**src/rtl/uart_tx_slv_pkg.sv**
```systemverilog
// soc_uart_pkg: shared state encoding, register offsets and STATUS bit positions for uart_tx_slv.
// UART_TX_PARITY_EN adds the PARITY state and sets the STATUS parity-enable bit.
package soc_uart_pkg;
`ifdef UART_TX_PARITY_EN
   typedef enum logic [2:0] {ST_IDLE, ST_START, ST_DATA, ST_STOP, ST_PARITY} state_e;
   localparam bit PAR_EN = 1'b1;
`else
   typedef enum logic [2:0] {ST_IDLE, ST_START, ST_DATA, ST_STOP} state_e;
   localparam bit PAR_EN = 1'b0;
`endif
   localparam logic [3:0] OFS_TXDATA = 4'h0, OFS_STATUS = 4'h4, OFS_DIV = 4'h8;
   localparam int STAT_FULL = 0, STAT_EMPTY = 1, STAT_BUSY = 2, STAT_OVF = 3, STAT_PAR = 4;
   function automatic logic [15:0] bit_period(input logic [15:0] div);
      return div == 16'd0 ? 16'd1 : div;
   endfunction
endpackage

```
**src/rtl/uart_tx_slv_if.sv**
```systemverilog
// uart_tx_slv_if: interconnect port-0 write/read strobes and read response for the UART TX slave.
interface uart_tx_slv_if;
   logic        ic0_c_axi_mst_wr_valid;
   logic        ic0_c_axi_mst_rd_valid;
   logic [31:0] ic0_axi_mst_wr_addr;
   logic [31:0] ic0_axi_mst_wr_data;
   logic [31:0] ic0_axi_mst_rd_addr;
   logic [3:0]  ic0_axi_mst_wr_strobe;
   logic        ic0_c_axi_slv_rd_ready_3;
   logic [31:0] ic0_axi_slv_rd_data_3;
   modport master (
      output ic0_c_axi_mst_wr_valid, ic0_c_axi_mst_rd_valid, ic0_axi_mst_wr_addr,
             ic0_axi_mst_wr_data, ic0_axi_mst_rd_addr, ic0_axi_mst_wr_strobe,
      input  ic0_c_axi_slv_rd_ready_3, ic0_axi_slv_rd_data_3
   );
   modport slave (
      input  ic0_c_axi_mst_wr_valid, ic0_c_axi_mst_rd_valid, ic0_axi_mst_wr_addr,
             ic0_axi_mst_wr_data, ic0_axi_mst_rd_addr, ic0_axi_mst_wr_strobe,
      output ic0_c_axi_slv_rd_ready_3, ic0_axi_slv_rd_data_3
   );
endinterface

```
**src/rtl/uart_tx_slv_fifo.sv**
```systemverilog
// uart_tx_fifo: byte FIFO with power-of-two depth; a push while full succeeds only alongside a pop.
module uart_tx_fifo #(
   parameter int DEPTH = 8
) (
   input  logic       clk,
   input  logic       rst,
   input  logic       push,
   input  logic       pop,
   input  logic [7:0] din,
   output logic [7:0] dout,
   output logic       full,
   output logic       empty
);
   localparam int AW = $clog2(DEPTH);
   logic [7:0] mem [DEPTH];
   logic [AW-1:0] wptr, rptr;
   logic [AW:0] count;
   logic push_ok, pop_ok;
   assign full = count == (AW + 1)'(DEPTH);
   assign empty = count == '0;
   assign push_ok = push && (!full || pop);
   assign pop_ok = pop && !empty;
   assign dout = mem[rptr];
   always_ff @(posedge clk) if (push_ok) mem[wptr] <= din;
   always_ff @(posedge clk) begin
      if (rst) begin
         wptr <= '0;
         rptr <= '0;
         count <= '0;
      end else begin
         if (push_ok) wptr <= wptr + 1'b1;
         if (pop_ok) rptr <= rptr + 1'b1;
         count <= count + {{AW{1'b0}}, push_ok} - {{AW{1'b0}}, pop_ok};
      end
   end
endmodule

```
**src/rtl/uart_tx_slv.sv**
```systemverilog
// uart_tx_slv: memory-mapped UART transmitter with TX FIFO, STATUS and baud divisor registers.
// Define UART_TX_PARITY_EN for 8E1 framing (even-parity bit between DATA and STOP).
module uart_tx_slv
   import soc_uart_pkg::*;
#(
   parameter logic [31:0] BASE_ADDR = 32'h0000_0300,
   parameter int FIFO_DEPTH = 8,
   parameter logic [15:0] CLK_DIV = 16'd868
) (
   input  logic         clk,
   input  logic         c_sys_rst,
   uart_tx_slv_if.slave bus,
   output logic         uart_txd
);
   localparam logic [2:0] IDLE = ST_IDLE, START = ST_START, DATA = ST_DATA, STOP = ST_STOP;
   logic wr_hit, rd_hit, push, pop, full, empty, tick, ovf, shifting;
   logic [2:0] state, bit_cnt, after_data;
   logic [3:0] wofs, rofs;
   logic [7:0] dout;
   logic [8:0] sh;
   logic [15:0] div, per, baud;
   logic [31:0] status;
   assign wofs = bus.ic0_axi_mst_wr_addr[3:0];
   assign rofs = bus.ic0_axi_mst_rd_addr[3:0];
   assign wr_hit = bus.ic0_c_axi_mst_wr_valid && bus.ic0_axi_mst_wr_addr[31:4] == BASE_ADDR[31:4];
   assign rd_hit = bus.ic0_c_axi_mst_rd_valid && bus.ic0_axi_mst_rd_addr[31:4] == BASE_ADDR[31:4];
   assign push = wr_hit && wofs == OFS_TXDATA && bus.ic0_axi_mst_wr_strobe[0];
   assign tick = baud == per - 16'd1;
   assign pop = !empty && (state == IDLE || (state == STOP && tick));
`ifdef UART_TX_PARITY_EN
   localparam logic [2:0] PARITY = ST_PARITY;
   assign after_data = PARITY;
   assign shifting = state == DATA || state == PARITY;
`else
   assign after_data = STOP;
   assign shifting = state == DATA;
`endif
   assign uart_txd = state == START ? 1'b0 : shifting ? sh[0] : 1'b1;
   uart_tx_fifo #(.DEPTH(FIFO_DEPTH)) u_fifo (
      .clk(clk), .rst(c_sys_rst), .push(push), .pop(pop),
      .din(bus.ic0_axi_mst_wr_data[7:0]), .dout(dout), .full(full), .empty(empty)
   );
   always_comb begin
      status = '0;
      status[STAT_FULL] = full;
      status[STAT_EMPTY] = empty;
      status[STAT_BUSY] = state != IDLE;
      status[STAT_OVF] = ovf;
      status[STAT_PAR] = PAR_EN;
   end
   always_ff @(posedge clk) begin
      if (c_sys_rst) begin
         div <= CLK_DIV;
         ovf <= 1'b0;
         bus.ic0_c_axi_slv_rd_ready_3 <= 1'b0;
         bus.ic0_axi_slv_rd_data_3 <= '0;
      end else begin
         if (wr_hit && wofs == OFS_DIV && bus.ic0_axi_mst_wr_strobe[0]) div[7:0] <= bus.ic0_axi_mst_wr_data[7:0];
         if (wr_hit && wofs == OFS_DIV && bus.ic0_axi_mst_wr_strobe[1]) div[15:8] <= bus.ic0_axi_mst_wr_data[15:8];
         if (push && full && !pop) ovf <= 1'b1;
         else if (wr_hit && wofs == OFS_STATUS && bus.ic0_axi_mst_wr_strobe[0] && bus.ic0_axi_mst_wr_data[STAT_OVF]) ovf <= 1'b0;
         bus.ic0_c_axi_slv_rd_ready_3 <= rd_hit;
         bus.ic0_axi_slv_rd_data_3 <= !rd_hit ? '0 : rofs == OFS_STATUS ? status : rofs == OFS_DIV ? {16'h0, div} : '0;
      end
   end
   // sh holds {parity, data}; after eight shifts the parity bit sits in sh[0]
   always_ff @(posedge clk) begin
      if (c_sys_rst) begin
         state <= IDLE;
         bit_cnt <= '0;
         baud <= '0;
         per <= bit_period(CLK_DIV);
         sh <= '1;
      end else if (state == IDLE || tick) begin
         baud <= '0;
         per <= bit_period(div);
         if (state == DATA) begin
            sh <= {1'b1, sh[8:1]};
            bit_cnt <= bit_cnt + 3'd1;
            state <= bit_cnt == 3'd7 ? after_data : DATA;
         end else if (state == START) state <= DATA;
         else if (state == IDLE || state == STOP) begin
            state <= empty ? IDLE : START;
            sh <= {^dout, dout};
            bit_cnt <= '0;
         end else state <= STOP;
      end else baud <= baud + 16'd1;
   end
endmodule
```
**src/flat_wrapper.sv**
```systemverilog
// flat-port wrapper written by rule: the top's interface ports become plain ports
module uart_tx_slv_flat import soc_uart_pkg::*;
#(
   parameter logic [31:0] BASE_ADDR = 32'h0000_0300,
   parameter int FIFO_DEPTH = 8,
   parameter logic [15:0] CLK_DIV = 16'd868
)
  (clk, c_sys_rst, uart_txd, bus_ic0_c_axi_mst_wr_valid, bus_ic0_c_axi_mst_rd_valid, bus_ic0_axi_mst_wr_addr, bus_ic0_axi_mst_wr_data, bus_ic0_axi_mst_rd_addr, bus_ic0_axi_mst_wr_strobe, bus_ic0_c_axi_slv_rd_ready_3, bus_ic0_axi_slv_rd_data_3);
  uart_tx_slv_if bus_i ();
  input  logic clk;
  input  logic c_sys_rst;
  output logic uart_txd;
  input wire logic [$bits(bus_i.ic0_c_axi_mst_wr_valid)-1:0] bus_ic0_c_axi_mst_wr_valid;
  input wire logic [$bits(bus_i.ic0_c_axi_mst_rd_valid)-1:0] bus_ic0_c_axi_mst_rd_valid;
  input wire logic [$bits(bus_i.ic0_axi_mst_wr_addr)-1:0] bus_ic0_axi_mst_wr_addr;
  input wire logic [$bits(bus_i.ic0_axi_mst_wr_data)-1:0] bus_ic0_axi_mst_wr_data;
  input wire logic [$bits(bus_i.ic0_axi_mst_rd_addr)-1:0] bus_ic0_axi_mst_rd_addr;
  input wire logic [$bits(bus_i.ic0_axi_mst_wr_strobe)-1:0] bus_ic0_axi_mst_wr_strobe;
  output wire logic [$bits(bus_i.ic0_c_axi_slv_rd_ready_3)-1:0] bus_ic0_c_axi_slv_rd_ready_3;
  output wire logic [$bits(bus_i.ic0_axi_slv_rd_data_3)-1:0] bus_ic0_axi_slv_rd_data_3;
  assign bus_i.ic0_c_axi_mst_wr_valid = bus_ic0_c_axi_mst_wr_valid;
  assign bus_i.ic0_c_axi_mst_rd_valid = bus_ic0_c_axi_mst_rd_valid;
  assign bus_i.ic0_axi_mst_wr_addr = bus_ic0_axi_mst_wr_addr;
  assign bus_i.ic0_axi_mst_wr_data = bus_ic0_axi_mst_wr_data;
  assign bus_i.ic0_axi_mst_rd_addr = bus_ic0_axi_mst_rd_addr;
  assign bus_i.ic0_axi_mst_wr_strobe = bus_ic0_axi_mst_wr_strobe;
  assign bus_ic0_c_axi_slv_rd_ready_3 = bus_i.ic0_c_axi_slv_rd_ready_3;
  assign bus_ic0_axi_slv_rd_data_3 = bus_i.ic0_axi_slv_rd_data_3;
  uart_tx_slv #(.BASE_ADDR(BASE_ADDR), .FIFO_DEPTH(FIFO_DEPTH), .CLK_DIV(CLK_DIV)) u_core (.clk(clk), .c_sys_rst(c_sys_rst), .bus(bus_i), .uart_txd(uart_txd));
endmodule
```
**config.mk**
```make
export PLATFORM = sky130hd
export DESIGN_NAME = uart_tx_slv_flat
export DESIGN_NICKNAME = d
export VERILOG_FILES = /design/src/rtl/uart_tx_slv_pkg.sv /design/src/rtl/uart_tx_slv_if.sv /design/src/rtl/uart_tx_slv_fifo.sv /design/src/rtl/uart_tx_slv.sv /design/src/flat_wrapper.sv
export SDC_FILE = /design/constraint.sdc
export NUM_CORES = 1
export LEC_CHECK = 0
export ABC_CLOCK_PERIOD_IN_PS = 5250
export CORE_MARGIN = 2
export CORE_UTILIZATION = 40
export CTS_CLUSTER_SIZE = 20
export DETAILED_ROUTE_END_ITERATION = 7
export GPL_ROUTABILITY_DRIVEN = 0
export GPL_TIMING_DRIVEN = 0
export PLACE_DENSITY = 0.65
export SYNTH_ARGS = -nofsm -noshare
export SYNTH_HDL_FRONTEND = slang
export SYNTH_SLANG_ARGS = --single-unit
```
**constraint.sdc**
```tcl
create_clock -name clk -period 5.25 [get_ports clk]
set_clock_uncertainty 0.15 [all_clocks]
set_input_delay 1.05 -clock clk [delete_from_list [all_inputs] [get_ports clk]]
set_output_delay 1.05 -clock clk [all_outputs]
set_load 0.02 [all_outputs]
```
==> results of run 1 <==
[cells by family after synthesis]
| family | after synthesis |
|---|---|
| AND/OR/NAND/NOR | 226 |
| adder cells (fa/ha/maj) | 17 |
| flip-flops | 157 |
| XOR/XNOR | 42 |
| other | 1 |
| buffers and inverters | 62 |
| multiplexers | 52 |
| AO/OA/AOI/OAI | 82 |
[flip-flops by register name, summed over array words and instances, names as in the netlist, named ones only]
register                             count
u_core.bus.ic0_axi_slv_rd_data_3        16
u_core.bus.ic0_c_axi_slv_rd_ready_3      1
u_core.u_fifo.rptr                       3
u_core.sh                                9
u_core.per                              16
u_core.u_fifo.mem                       64
u_core.u_fifo.count                      4
u_core.baud                             16
u_core.bit_cnt                           3
u_core.state                             2
u_core.u_fifo.wptr                       3
u_core.div                              16
u_core.ovf                               1
[critical path, delay by kind of cell, from the launching register on]
kind	cells	cell delay, ps
buffers and inverters	1	120
adder cells (fa/ha/maj)	1	260
AND/OR/NAND/NOR	4	2260
flip-flops	1	360
AO/OA/AOI/OAI	4	1090
[synth_stat cells, drive strengths merged, types with 15 or more instances]
cell type and n:
buf 27, edfxtp 64, mux2i 44, ha 16
inv 17, clkbuf 17, a21oi 17, xnor2 28
nor2b 15, a211o 19, dfxtp 93, nor4 22
and2 18, nor2 83
[final cells by class]
cell class | count | area, sq um
tap | 229 | 287
sequential | 157 | 3780
fill | 1488 | 8650
clock inverter | 15 | 183
clock buffer | 17 | 425
multi-input combinational | 435 | 3170
inverter | 18 | 67.6
timing repair buffer | 103 | 1030
buffer | 44 | 251
[cell usage in the layout (no fill, tap or decap), types with 7 or more instances in the layout]
cell | Yosys | routed
a211o_1 | 19 | 19
a211oi_1 | 12 | 12
a21oi_1 | 17 | 17
and2_1 | 18 | 18
buf_4 | 19 | 19
clkbuf_1 | 16 | 16
clkbuf_16 | 0 | 17
clkdlybuf4s50_1 | 0 | 102
conb_1 | 1 | 16
dfxtp_1 | 93 | 93
edfxtp_1 | 64 | 64
ha_1 | 16 | 16
inv_1 | 17 | 17
mux2i_1 | 44 | 44
mux4_2 | 8 | 8
nand2_1 | 13 | 13
nand3_1 | 9 | 9
nand4_1 | 7 | 7
nor2_1 | 83 | 83
nor2b_1 | 15 | 15
nor3_1 | 12 | 12
nor4_1 | 21 | 21
o22ai_1 | 9 | 9
xnor2_1 | 28 | 28
xor2_1 | 14 | 14
[power groups by stage]
stage / Sequential, mW / Combinational, mW / Clock, mW
after global routing: 1.44 / 1.12 / 1.32
after floorplan: 1.43 / 0.750 / 0
after global placement: 1.45 / 0.967 / 0
after detailed placement: 1.46 / 0.999 / 0
after CTS: 1.43 / 1.01 / 1.26
final: 1.43 / 1.01 / 1.25
[how the worst max path moves through the flow]
stage	to	slack [ps]	cells past startpoint
3_3_place_gp	u_core.u_fifo.mem[4][5]$_DFFE_PP_	510	8
5_1_grt	u_core.u_fifo.mem[4][4]$_DFFE_PP_	360	10
6_report	u_core.u_fifo.mem[4][2]$_DFFE_PP_	610	10
2_1_floorplan	u_core.u_fifo.mem[1][0]$_DFFE_PP_	1500	10
3_5_place_dp	u_core.u_fifo.mem[2][7]$_DFFE_PP_	430	8
4_1_cts	u_core.u_fifo.mem[2][0]$_DFFE_PP_	550	10
[metrics by stage]
stage	instances	total power [mW]	utilization [%]	instance area [sq um]
2_1_floorplan	654	2.18	-	7270
3_3_place_gp	985	2.42	48.1	8570
3_5_place_dp	985	2.46	48.1	8570
4_1_cts	1017	3.71	51.5	9180
5_1_grt	1018	3.88	51.5	9200
6_report	1018	3.69	51.5	9200
[layer usage]
| layer | up-vias | wire length [um] | global-route usage, % |
|---|---|---|---|
| met2 | 201 | 8170 | 30.2 |
| li1 | 2579 | - | - |
| met1 | 2526 | 7270 | 22.5 |
| met5 | - | 0 | 0 |
| met3 | 14 | 984 | 3.98 |
| met4 | 0 | 239 | 5.69 |
==> impl_summary.txt, run 1 <==
----------------------------------------------------
[Outcome]
  Status ... completed

[Global route]
  Antenna violations before repair ... 0
  First-pass GRT wire length ... 27,200 um
  Via count of the first global-routing pass ... 5,378
  GR Overflow Total ... 0
  Overall Global Routing Usage ... 17.7%
  Maximum number of pins on one net before global-route repair ... 19

[Synthesis]
  Sequential area share after synthesis ... 52.5%
  Area contributors post-synth ... edfxtp_1 (27%), dfxtp_1 (26%), mux2i_1 (6.1%), nor2_1 (4.3%), xnor2_1 (3.4%)
  Area share of the leading cell type in the synthesized netlist ... 26.7%
  Netlist area before placement ... 7210 sq um
  Cell type with the highest aggregate area in the netlist ... edfxtp_1
  Fraction of synthesized cell area in xor and xnor cells ... 5.10%
  Synthesized netlist cell count ... 639
  Cell variety after synth ... 68
  Combinational family with the most area after synthesis ... simple AND/OR/NAND/NOR gates
  Number of enable flip-flop cells after synthesis ... 64
  Warnings, synthesis ... 0
  Post-synth ARST share ... 0%
  Complex-gate fraction of the synthesized area ... 8.90%
  Mux contribution to synthesized area ... 8.61%
  Adder-Cell Fraction of Synth Area ... 3.05%
  Average cell area after synthesis ... 11.3 sq um
  Top flip-flop cell by instance count after synthesis ... dfxtp_1
  Synthesized flop and latch total ... 157
  Synth Area in Simple Gates ... 17.4%

[STA]
  Final period utilization ... 88.4%
  RSZ-0062 raised after global routing ... no
  Number of pins exceeding their max-slew limit in the final report ... 0
  Post-layout min period ... 4640 ps
  Transition time at the pin with the least slew margin ... 1320 ps
  Hold Worst Slack ... 315 ps
  Post-route worst setup slack ... 609 ps
  Number of endpoints failing setup at the final stage ... 0
  Final-layout setup total negative slack ... 0 ps
  Slew HR ... 11.5%
  Maximum frequency from static timing analysis ... 215 MHz
  Hold violation count in the final report ... 0

[Worst setup path]
  Worst path max stage delay ... 1060 ps
  Largest fanout of any net on the critical path ... 8
  Beginning of the worst register-to-register path ... u_core.per[0]$_SDFFE_PP0P_
  End of the worst register-to-register path ... u_core.u_fifo.mem[4][2]$_DFFE_PP_
  Critical Path AT ... 4520 ps
  Endpoint type of the worst setup path ... flop
  Crit path launch type ... flop
  Setup Crit Path Kind ... flop to flop
  First element of the critical path ... u_core.per[0]$_SDFFE_PP0P_
  Worst-case register-to-register setup slack ... 610 ps
  FF-to-FF path depth ... 10
  Data required time of the critical path ... 5130 ps
  Slowest-stage cell, CP ... nor3b_1
  Crit path cell chain ... inv_1, ha_1, or3b_2, or4_1, o21ai_0, o211ai_1, a2111oi_4, o21ai_2, nand2b_4, nor3b_1

[Pwr]
  Internal power of the cells ... 2.51 mW
  Fraction of power consumed by combinational cells ... 27.3%
  Switching power total ... 1.18 mW
  Pwr per Cell Area ... 401 nW/um^2
  Clock power frac ... 33.8%
  Leakage power summed over all cells ... 3.24 nW
  Worst supply voltage drop on vdd ... 237 uV
  Switching power as a share of total power ... 31.9%
  Sequential share of power ... 38.8%

[Detailed routing]
  # DRC ... 0
  Total routed wirelength ... 16,700 um
  Avg WL per Cell ... 16.4 um
  Total vias in the final route ... 5,320
  Post-DR vias/cell ... 5.23
  Antenna Nets Post-Route ... 0
  DR iter-0 viols ... 270
  Count of TritonRoute iterations in the first routing pass ... 5

[Run]
  Number of max-cap violations ... 0

[Place]
  Placement-stage worst setup slack ... 425 ps
  DP Wirelength ... 12,600 um
  Input/output buffers ... 102

[Floorplan]
  Area of the core region ... 17,800 sq um
  Die boundary height ... 138 um
  Overall die width ... 138 um
  Die ar. ... 19,100 sq um
  Effective utilization at floorplan ... 40.4%
  Number of placement rows ... 49
  Number of top-level pins ... 138

[Cells and area]
  Post-layout nets ... 897
  # diodes ... 0
  Fraction of final layout cells with drive strength greater than 1 ... 10.6%
  Area growth from synthesis to final layout ... 27.5%

[Hold path]
  Class of the tightest hold or removal check ... flop to flop
  Hold path start ... u_core.sh[0]$_SDFFE_PP1P_
  Hold Path Sink ... u_core.sh[0]$_SDFFE_PP1P_
  Min-Delay Path Depth ... 1

[CTS]
  Number of levels the H-tree was split into ... 4
  Clock Sink Count ... 157
  Clock transition at path regs ... 70 ps
  Setup bufs post-CTS ... 0
  Clock tree from TritonCTS ... yes
  Hold-fix buffers, CTS ... 0
  Number of buffers added by the clock tree synthesis step ... 17
  Longest Clk Path Bufs ... 2
  Gates resized, CTS repair ... 0
  Buffer type at the clock tree root ... clkbuf_16
  Clock network latency to the later pin of the worst-skew pair ... 420 ps

----------------------------------------------------
(Power assumes the default switching activity.)
==> inputs of run 2 (changes only) <==
--- a/config.mk
+++ b/config.mk
@@ -7,12 +7,13 @@
 export LEC_CHECK = 0
 export ABC_CLOCK_PERIOD_IN_PS = 5250
 export CORE_MARGIN = 2
-export CORE_UTILIZATION = 40
+export CORE_UTILIZATION = 52
 export CTS_CLUSTER_SIZE = 20
 export DETAILED_ROUTE_END_ITERATION = 7
 export GPL_ROUTABILITY_DRIVEN = 0
 export GPL_TIMING_DRIVEN = 0
-export PLACE_DENSITY = 0.65
+export PLACE_DENSITY = 0.81
+export RECOVER_POWER = 100
 export SYNTH_ARGS = -nofsm -noshare
 export SYNTH_HDL_FRONTEND = slang
 export SYNTH_SLANG_ARGS = --single-unit
==> run 2 against run 1 <==
  * Combinational power is essentially flat
  * Flip-flop and latch count unchanged
  * Global-route usage rose by 7.2 points
  * Count of clock-buffer cells in the layout grew 1
  * Die area shrank 22%
  * Critical path depth unchanged
  * Power about the same
  * Largest cell class unchanged
  * First-iteration DRC count rose by 42%
  * Sequential share of layout area increased by 0.66 points
  * Sequential power barely moved
  * Worst setup slack worse by 160 ps
  * Register-to-register slack got worse by 160 ps
==> impl_summary.txt, run 2 (synthesized netlist as in run 1, its figures left out) <==
----------------------------------------------------
[Place]
  DP Wirelength ... 12,400 um (-1.7%)
  Input/output buffers ... 102 (unchanged)
  Number of placed instances, taps included ... 936 (-5.0%)
  Placed instance area ... 8510 sq um (-0.72%)
  Placement-stage worst setup slack ... 563 ps (+137 ps)

[Global route]
  Maximum number of pins on one net before global-route repair ... 17 (-2)
  First-pass GRT wire length ... 28,400 um (+4.8%)
  Antenna violations before repair ... 0 (unchanged)
  Via count of the first global-routing pass ... 5,661 (+5.3%)
  Overall Global Routing Usage ... 24.9% (+7.2 points)
  GR Overflow Total ... 0 (unchanged)

[STA]
  Post-layout min period ... 4800 ps (+163 ps)
  Hold violation count in the final report ... 0 (unchanged)
  Final period utilization ... 91.5% (+3.1 points)
  Number of pins exceeding their max-slew limit in the final report ... 0 (unchanged)
  Hold Worst Slack ... 318 ps (+3.13 ps)
  Final-layout setup total negative slack ... 0 ps (unchanged)
  RSZ-0062 raised after global routing ... no
  Slew HR ... 5.86% (-5.6 points)
  Maximum frequency from static timing analysis ... 208 MHz (-3.4%)
  Post-route worst setup slack ... 446 ps (-163 ps)
  Number of endpoints failing setup at the final stage ... 0 (unchanged)
  Transition time at the pin with the least slew margin ... 1410 ps (+84.4 ps)

[Run]
  Number of max-cap violations ... 0 (unchanged)

[Pwr]
  Pwr per Cell Area ... 407 nW/um^2 (+1.6%)
  Leakage power summed over all cells ... 3.24 nW (about the same)
  Worst supply voltage drop on vdd ... 303 uV (+28%)
  Final Total Pwr ... 3.69 mW (about the same)

[Detailed routing]
  Antenna Nets Post-Route ... 0 (unchanged)
  Total routed wirelength ... 17,600 um (+5.5%)
  Total vias in the final route ... 5,554 (+4.4%)
  Count of TritonRoute iterations in the first routing pass ... 6 (+1)
  Post-DR vias/cell ... 5.74 (+9.8%)
  DR iter-0 viols ... 383 (+42%)
  Avg WL per Cell ... 18.2 um (+11%)
  # DRC ... 0 (unchanged)

[Cells and area]
  Post-Layout Inst Area ... 9050 sq um (-1.6%)
  Post-layout nets ... 896 (-0.11%)
  Number of standard cells in the layout, taps in and fillers out ... 968 (-4.9%)
  Area growth from synthesis to final layout ... 25.5%
  Leading cell type in the layout, fill and taps excluded ... dfxtp_1
  Fraction of final layout cells with drive strength greater than 1 ... 8.88% (-1.8 points)
  Final core occ ... 66.0% (+14 points)
  Flip-flop count of the largest register after layout ... 64 (unchanged)
  # diodes ... 0 (unchanged)
  Largest register by flop count ... u_core.u_fifo.mem
  Commonest cells after routing, fill and taps aside ... dfxtp_1 (93), nor2_1 (83), clkdlybuf4s50_1 (74), edfxtp_1 (64), mux2i_1 (44)

[CTS]
  Clock network latency to the later pin of the worst-skew pair ... 430 ps (about the same)
  Clock transition at path regs ... 60 ps (about the same)
  Hold-fix buffers, CTS ... 0 (unchanged)
  Number of levels the H-tree was split into ... 4 (unchanged)
  Buffer type at the clock tree root ... clkbuf_16
  Gates resized, CTS repair ... 0 (unchanged)
  Setup bufs post-CTS ... 0 (unchanged)
  Clock Sink Count ... 157 (unchanged)
  Clock tree from TritonCTS ... yes
  Number of buffers added by the clock tree synthesis step ... 17 (unchanged)
  Longest Clk Path Bufs ... 2 (unchanged)

[Worst setup path]
  Cell family with most CP delay ... simple AND/OR/NAND/NOR gates
  Data required time of the critical path ... 5140 ps (about the same)
  Worst path max stage delay ... 1140 ps (+80 ps)
  Largest fanout of any net on the critical path ... 8 (unchanged)
  Crit path launch type ... flop
  Crit path cell chain ... inv_1, ha_1, or3b_2, or4_1, o21ai_0, o211ai_1, a2111oi_4, o21ai_2, or2_0, nor3b_1
  Critical Path AT ... 4690 ps (+170 ps)
  Buffers & Inverters on Critical Path ... 1 (unchanged)
  Slowest-stage cell, CP ... nor3b_1
  Setup Crit Path Kind ... flop to flop
  Endpoint type of the worst setup path ... flop

[Outcome]
  Status ... completed

[Floorplan]
  Die ar. ... 14,800 sq um (-22%)
  Area of the core region ... 13,700 sq um (-23%)
  Number of placement rows ... 43 (-12%)
  Number of top-level pins ... 138 (unchanged)
  Overall die width ... 122 um (-12%)
  Die boundary height ... 122 um (-12%)
  Effective utilization at floorplan ... 52.6% (+12 points)

[Hold path]
  Class of the tightest hold or removal check ... flop to flop

----------------------------------------------------
run 2: path summary, 6_finish.rpt:
check | from | endpoint | slack [ps] | cells past startpoint
setup / recovery | u_core.per[0]$_SDFFE_PP0P_ | u_core.u_fifo.mem[5][6]$_DFFE_PP_ | 450 | 10
setup reg to reg | u_core.per[0]$_SDFFE_PP0P_ | u_core.u_fifo.mem[5][6]$_DFFE_PP_ | 450 | 10
hold reg to reg | u_core.sh[1]$_SDFFE_PP1P_ | u_core.sh[1]$_SDFFE_PP1P_ | 320 | 1
hold / removal | u_core.sh[1]$_SDFFE_PP1P_ | u_core.sh[1]$_SDFFE_PP1P_ | 320 | 1
run 2: where the power goes:
part	leakage, nW	switching (mW)	internal (mW)
clock	0.284	0.516	0.709
combinational	1.62	0.567	0.453
sequential	1.33	0.0896	1.35
run 2: layout make-up:
type,instances,area (sq um)
Buffer,44,239
Clock buffer,18,429
Multi-Input combinational cell,435,3130
Fill cell,965,4670
Sequential cell,157,3780
Tap cell,180,225
Timing Repair Buffer,102,1020
Clock inverter,14,158
Inverter,18,67.6
run 2: routing by layer:
layer	vias up	GRT usage, %	share of wire (%)
li1	2565	-	-
met2	276	43.1	50
met3	52	5.85	6.6
met1	2661	30.0	40
met5	-	0	0
met4	0	9.84	3.2
